`config.mk`:
```
export PLATFORM = sky130hd
export DESIGN_NAME = m68k_bus_target
export DESIGN_NICKNAME = d
export VERILOG_FILES = /design/src/rtl/m68k_bus_pkg.sv /design/src/rtl/m68k_bus_target.sv
export SDC_FILE = /design/constraint.sdc
export NUM_CORES = 1
export LEC_CHECK = 0
export BUFFER_PORTS_ARGS = -buffer_cell sky130_fd_sc_hd__buf_2
export CORE_MARGIN = 5
export CORE_UTILIZATION = 45
export CTS_CLUSTER_SIZE = 30
export DETAILED_ROUTE_END_ITERATION = 10
export HOLD_SLACK_MARGIN = 0.08
export PLACE_DENSITY_LB_ADDON = 0.05
export SLEW_MARGIN = 20
export SYNTH_ARGS = -nofsm -noshare
export SYNTH_HDL_FRONTEND = slang
export SYNTH_SLANG_ARGS = --single-unit
export TNS_END_PERCENT = 100
```
`constraint.sdc`:
```
create_clock -name clk -period 2.3 [get_ports clk]
set_clock_uncertainty 0.05 [all_clocks]
set_input_delay 0.115 -clock clk [delete_from_list [all_inputs] [get_ports clk]]
set_output_delay 0.115 -clock clk [all_outputs]
set_load 0.1 [all_outputs]
```
`src/rtl/m68k_bus_pkg.sv`:
```
// Shared definitions for 68000-side bus bridges.
// State encodings and CPU direction constants.
package m68k_bus_pkg;

    typedef enum logic [1:0] {
        IDLE   = 2'd0,
        ACCESS = 2'd1,
        HOLD   = 2'd2,
        ERROR  = 2'd3
    } bus_state_t;

    localparam logic RW_READ  = 1'b1;
    localparam logic RW_WRITE = 1'b0;

endpackage

```
`src/rtl/m68k_bus_target.sv`:
```
// 68000 bus responder bridging AS/UDS/LDS/DTACK to a req/ack device port.
// Optional watchdog converts a silent device into BERR.
module m68k_bus_target
    import m68k_bus_pkg::*;
#(
    parameter int ADDR_WIDTH = 11,
    parameter int TIMEOUT    = 255
) (
    input  logic                  clk,
    input  logic                  rst_n,
    input  logic                  cs,
    input  logic                  as_n,
    input  logic                  uds_n,
    input  logic                  lds_n,
    input  logic                  rw,
    input  logic [ADDR_WIDTH-1:0] addr,
    input  logic [15:0]           din,
    output logic [15:0]           dout,
    output logic                  dtack_n,
    output logic                  berr_n,
    output logic                  dev_req,
    output logic                  dev_we,
    output logic [1:0]            dev_be,
    output logic [ADDR_WIDTH-1:0] dev_addr,
    output logic [15:0]           dev_wdata,
    input  logic [15:0]           dev_rdata,
    input  logic                  dev_ack
);

    localparam int CW = (TIMEOUT > 0) ? $clog2(TIMEOUT + 1) : 1;
    localparam logic [CW-1:0] TMO_VAL = CW'(TIMEOUT);
    localparam logic [CW-1:0] CNT_MAX = {CW{1'b1}};

    bus_state_t state_q, state_d;
    logic [15:0]           dout_q, dout_d;
    logic                  dtack_n_q, dtack_n_d;
    logic                  berr_n_q, berr_n_d;
    logic                  req_q, req_d;
    logic                  we_q, we_d;
    logic [1:0]            be_q, be_d;
    logic [ADDR_WIDTH-1:0] addr_q, addr_d;
    logic [15:0]           wdata_q, wdata_d;
    logic [CW-1:0]         cnt_q, cnt_d;

    logic start;
    logic tmo;

    assign start = cs & ~as_n & (~uds_n | ~lds_n);
    assign tmo   = (TIMEOUT != 0) && (cnt_q == TMO_VAL) && !dev_ack;

    // State and datapath registers with synchronous active-low reset
    always_ff @(posedge clk) begin
        if (!rst_n) begin
            state_q   <= IDLE;
            dout_q    <= '0;
            dtack_n_q <= 1'b1;
            berr_n_q  <= 1'b1;
            req_q     <= 1'b0;
            we_q      <= 1'b0;
            be_q      <= '0;
            addr_q    <= '0;
            wdata_q   <= '0;
            cnt_q     <= '0;
        end else begin
            state_q   <= state_d;
            dout_q    <= dout_d;
            dtack_n_q <= dtack_n_d;
            berr_n_q  <= berr_n_d;
            req_q     <= req_d;
            we_q      <= we_d;
            be_q      <= be_d;
            addr_q    <= addr_d;
            wdata_q   <= wdata_d;
            cnt_q     <= cnt_d;
        end
    end

    // Next-state: device ack beats the watchdog, CPU abort skips DTACK
    always_comb begin
        state_d = state_q;
        unique case (state_q)
            IDLE: begin
                if (start) state_d = ACCESS;
            end
            ACCESS: begin
                if (dev_ack) begin
                    state_d = as_n ? IDLE : HOLD;
                end else if (tmo) begin
                    state_d = as_n ? IDLE : ERROR;
                end
            end
            HOLD: begin
                if (as_n) state_d = IDLE;
            end
            ERROR: begin
                if (as_n) state_d = IDLE;
            end
            default: state_d = IDLE;
        endcase
    end

    // Output and datapath updates for each state
    always_comb begin
        dout_d    = dout_q;
        dtack_n_d = dtack_n_q;
        berr_n_d  = berr_n_q;
        req_d     = req_q;
        we_d      = we_q;
        be_d      = be_q;
        addr_d    = addr_q;
        wdata_d   = wdata_q;
        cnt_d     = cnt_q;
        unique case (state_q)
            IDLE: begin
                if (start) begin
                    addr_d  = addr;
                    wdata_d = din;
                    be_d    = {~uds_n, ~lds_n};
                    we_d    = (rw == RW_WRITE);
                    req_d   = 1'b1;
                    cnt_d   = '0;
                end
            end
            ACCESS: begin
                if (cnt_q != CNT_MAX) cnt_d = cnt_q + 1'b1;
                if (dev_ack) begin
                    req_d = 1'b0;
                    if (!as_n) begin
                        if (!we_q) dout_d = dev_rdata;
                        dtack_n_d = 1'b0;
                    end
                end else if (tmo) begin
                    req_d = 1'b0;
                    if (!as_n) berr_n_d = 1'b0;
                end
            end
            HOLD: begin
                if (as_n) dtack_n_d = 1'b1;
            end
            ERROR: begin
                if (as_n) berr_n_d = 1'b1;
            end
            default: ;
        endcase
    end

    assign dout      = dout_q;
    assign dtack_n   = dtack_n_q;
    assign berr_n    = berr_n_q;
    assign dev_req   = req_q;
    assign dev_we    = we_q;
    assign dev_be    = be_q;
    assign dev_addr  = addr_q;
    assign dev_wdata = wdata_q;

endmodule

```
==> results of run 1 <==
worst max-delay path: stages (launching register included):
cell,delay (ps)
dfxtp_1,330
ha_1,240
and3_1,240
a2111oi_0,590
xnor2_1,200
nor2_1,50
cells in the final DEF (no fill, tap or decap):
cell type	synthesis	final
a2111oi_0	2	2
a211oi_1	1	1
a21boi_0	27	27
a21o_1	1	1
a21o_2	1	1
a21oi_1	7	7
a31oi_1	3	3
and3_1	3	3
and4_1	2	2
buf_2	5	99
buf_4	0	4
clkbuf_8	0	11
clkinv_2	0	3
dfxtp_1	59	59
dlygate4sd3_1	0	47
ha_1	1	1
inv_1	4	4
mux2i_1	16	16
nand2_1	65	65
nand2b_1	2	2
nand3_1	2	2
nand3b_1	1	1
nand4_1	2	2
nor2_1	6	6
nor2b_1	16	16
nor3_1	1	1
nor3b_1	1	1
nor4_1	2	2
nor4b_4	1	1
o211a_1	3	3
o21a_1	2	2
o21ai_0	7	7
o22ai_1	1	1
or3_2	1	1
xnor2_1	3	3
area by class of cell:
cell class / count / area, sq um
Clock inverter: 3 / 15.0
Fill cell: 441 / 1610
Inverter: 4 / 15.0
Multi-Input combinational cell: 180 / 1080
Clock buffer: 11 / 151
Tap cell: 70 / 87.6
Sequential cell: 59 / 1180
Timing Repair Buffer: 150 / 996
worst paths after layout:
path                 from      endpoint  slack (ps)  cells after the start
max              cnt_q[0]      cnt_q[6]         500                      5
min               dev_ack        berr_n         120                      3
max reg2reg      cnt_q[0]      cnt_q[6]         500                      5
min reg2reg  dev_addr[10]  dev_addr[10]         410                      2
power breakdown:
part           switching (mW)  total [mW]  internal [mW]
clock                   0.368       0.799          0.431
sequential             0.0201        1.08           1.06
combinational           0.336       0.484          0.148
routing by layer:
layer	GRT usage	up-vias	part of all wire	wire [um]
li1	-	1166	-	-
met1	0.219	1051	0.41	2620
met2	0.334	53	0.52	3270
met3	0.0597	10	0.058	367
met4	0.0915	0	0.011	72
met5	0	-	0	0
registers in the layout, summed over array words and instances, names as in the netlist:
signal	cells
dev_addr	11
dev_be	2
state_q	2
berr_n	1
dev_we	1
dout	16
cnt_q	8
dev_req	1
dev_wdata	16
dtack_n	1
metrics by stage:
step | power (mW) | setup WS (ps) | hold WS (ps)
floorplan | 1.43 | 524 | 210
global placement | 1.52 | 542 | 315
detailed placement | 1.52 | 541 | 323
CTS | 2.38 | 521 | 101
global route | 2.46 | 406 | 136
finish | 2.36 | 496 | 116
cells by family after synthesis:
kind of cell               count (synthesis)  share of synthesized area
AOI/OAI and AO/OA                         55                      0.161
xor gates and xnor gates                   3                     0.0110
adders and majority gates                  1                    0.00525
buffers and inverters                     21                     0.0488
DFF                                       59                      0.496
muxes                                     16                     0.0672
and+or+nand+nor                          105                      0.211
==> metrics.yaml, run 1 <==
clk_latency_ps: 320
post-route-cell-area_sq_um: 3530
min_period_over_period: 0.784
grt_pass1_vias: 2284
drt-initial-drc-count: 62
synthFlopType: "dfxtp_1"
dp.cells: 416
async_flop_share: 0
place_area_sq_um: 2890
yosysTopAreaCellShare: 0.496
ys_ff_latch: 59
worstPathRequired_ps: 2460
critPathMaxFanout: 5
stdcell_count: 477
drc: 0
fp-row-count: 26
htree_levels: 3
leakagePower_nw: 1.55
outcome: "finished clean"
synthTopCellsByCount: "65 x nand2_1, 59 x dfxtp_1, 27 x a21boi_0"
drive_above_1_share: 0.295
grt_antenna_before_repair: 0
antennaDiodeCount: 0
ys_seq_area_frac: 0.496
yosysTopAreaCell: "dfxtp_1"
ir_drop_v: 0.000464
synth.distinct_cells: 34
slew_headroom: 0.605
syn_to_final_growth_pct: 48.2
grt_setup_unrepaired: "false"
drv_cap: 0
pin_count: 100
hold_viol_final: 0
yosysMostFrequentCell: "nand2_1"
synth_fp_nets: 312
die_h_um: 82.8
initial_core_util: 0.463
cts_setup_buffers: 0
cts.sinks: 59
powerDensity_nw_per_um2: 668
tightestPinTransition_ps: 578
grt_pass1_wl_um: 10100
cts_tree: "built"
maxSlewViolCount: 0
grt.total_usage: 0.195
clk_pin_slew_ps: 60
cts-buffers-inserted: 9
critPathKind: "flip-flop to flip-flop"
nets: 456
dp_hpwl_um: 4120
gp_congestion: 0.737
clockRootBuffer: "clkbuf_8"
end_kind: "flip-flop"
synthTopCellsByArea: "dfxtp_1 50%, nand2_1 10%, a21boi_0 8.5%"
hold_buffers: 47
ys_warn_count: 0
period_needed_ps: 1800
die_area_sq_um: 6850
cts-resized-gates: 0
fmaxAchievable_mhz: 554
post-route-util: 0.687
grt_start_max_net_pins: 37
portBuffers: 99
totalNegativeSetupSlack_ps: 0
setup_viol: 0
synth.avg_cell_area_sq_um: 9.16
synth_edf_count: 0
dr.pass1.iters: 4
design.core.area_sq_um: 5140
cts_buffer_depth: 2
synth_area_sq_um: 2380
hold_class: "input port to flip-flop"
crit_arrival_ps: 1970
startpoint_type: "flip-flop"
vias: 2280
die_x_um: 82.8
overflow: 0
vias_per_cell: 4.78
avgRoutedWirePerCell_um: 13.3
syn_inst: 260
wl_um: 6330
ant_nets: 0
No activity file was read; power rests on OpenSTA's default activity.
==> run 2: changes to the inputs <==
clock period = 1.7 ns   (was 2.3 ns; I/O delays follow)
==> run 2 against run 1 <==
Effect of this change: clock power grew 93%; combinational power grew 39%; critical path depth is the same; worst hold slack gained 1.6 ps; critical endpoint unchanged; largest power group is now clock; via count is the same; die area is the same; critical path type unchanged.
==> metrics.yaml, run 2 (synthesis gave the netlist of run 1 again) <==
syn_to_final_growth_pct: 55.0
pin_count: 100
pre_cts_slack_ps: 64.3
cts-buffers-inserted: 9
fp-row-count: 26
clockRootBuffer: "clkbuf_8"
drt-initial-drc-count: 100
hold_class: "input port to flip-flop"
setup_ws_ps: 123
grt_pass1_vias: 2221
fmaxAchievable_mhz: 634
ir_drop_v: 0.000649
setup_viol: 0
nets: 461
totalNegativeSetupSlack_ps: 0
leakagePower_nw: 1.62
end_kind: "flip-flop"
die_h_um: 82.8
tightestPinTransition_ps: 502
slew_headroom: 0.668
outcome: "finished clean"
critPathMaxFanout: 5
cts_buffer_depth: 2
drv_cap: 0
min_to: "berr_n"
grt.total_usage: 0.197
final_cell_mix: "99 x buf_2, 65 x nand2_1, 58 x dfxtp_1"
die_x_um: 82.8
vias: 2280
initial_core_util: 0.463
grt_start_max_net_pins: 36
clk_pin_slew_ps: 60
critPathKind: "flip-flop to flip-flop"
dp_hpwl_um: 3960
grt_antenna_before_repair: 0
die_area_sq_um: 6850
maxSlewViolCount: 0
whs_path_depth: 2
layout_commonest_cell: "buf_2"
min_period_over_period: 0.928
min_from: "rst_n"
rr_worst_depth: 5
timing.rr.end: "cnt_q[6]"
portBuffers: 99
ant_nets: 0
grt_setup_unrepaired: "false"
cts.sinks: 59
overflow: 0
avgRoutedWirePerCell_um: 13.2
r2r_start: "cnt_q[0]"
antennaDiodeCount: 0
crit_arrival_ps: 1740
clk_latency_ps: 320
drc: 0
htree_levels: 3
grt_pass1_wl_um: 10100
vias_per_cell: 4.71
powerDensity_nw_per_um2: 994
hold_viol_final: 0
worstPathRequired_ps: 1860
startpoint_type: "flip-flop"
drive_above_1_share: 0.307
cts_tree: "built"
gp_congestion: 0.768
wl_um: 6390
period_needed_ps: 1580
dr.pass1.iters: 4
cts_setup_buffers: 0
design.core.area_sq_um: 5140
r2r_slack_ps: 120
[run 2: metrics by stage]
| step | cells | utilization | power [mW] | hold WS, ps | cell area [sq um] |
|---|---|---|---|---|---|
| 2_1_floorplan | 260 | - | 1.93 | 180 | 2380 |
| 3_3_place_gp | 420 | 0.576 | 2.07 | 283 | 2960 |
| 3_5_place_dp | 420 | 0.576 | 2.07 | 292 | 2960 |
| 4_1_cts | 484 | 0.717 | 3.70 | 99.0 | 3680 |
| 5_1_grt | 484 | 0.718 | 3.82 | 114 | 3690 |
| 6_report | 484 | 0.718 | 3.67 | 117 | 3690 |
[run 2: layer usage]
metal	up-vias	share of wire	GRT usage
li1	1177	-	-
met1	1029	0.44	0.231
met2	62	0.47	0.314
met3	12	0.067	0.0662
met4	0	0.022	0.108
met5	-	0	0
[run 2: worst max path at each step]
stage               endpoint  cells after the start  startpoint  slack [ps]
floorplan           cnt_q[6]                      5    cnt_q[0]         100
global placement    cnt_q[6]                      5    cnt_q[0]          80
detailed placement  cnt_q[6]                      5    cnt_q[0]          60
CTS                 cnt_q[6]                      5    cnt_q[0]          50
global route        cnt_q[4]                      6    cnt_q[0]          40
finish              cnt_q[6]                      5    cnt_q[0]         120
[run 2: final cells by class]
type	instances	area (sq um)
Sequential cell	59	1180
Tap cell	70	87.6
Fill cell	430	1450
Timing Repair Buffer	155	1070
Clock inverter	5	100
Clock buffer	11	141
Inverter	4	15.0
Multi-Input combinational cell	180	1090
[run 2: power breakdown]
part	internal [mW]	switching (mW)	total, mW
registers	1.43	0.0242	1.45
logic	0.215	0.460	0.675
clock network	1.01	0.532	1.54
total	2.65	1.02	3.67
[run 2: critical path, cell delays in order, from the launching register on]
cell       delay (ps)
dfxtp_1           330
ha_1              210
and3_1            240
a2111oi_2         410
xnor2_1           170
nor2_1             50
[run 2: repair_timing]
| item | in CTS | in global routing |
|---|---|---|
| hold endpoints to repair | 48 | 0 |
| hold buffers | 48 | 0 |
| resized for setup | 0 | 3 |
| endpoints found under the setup margin | 0 | 2 |
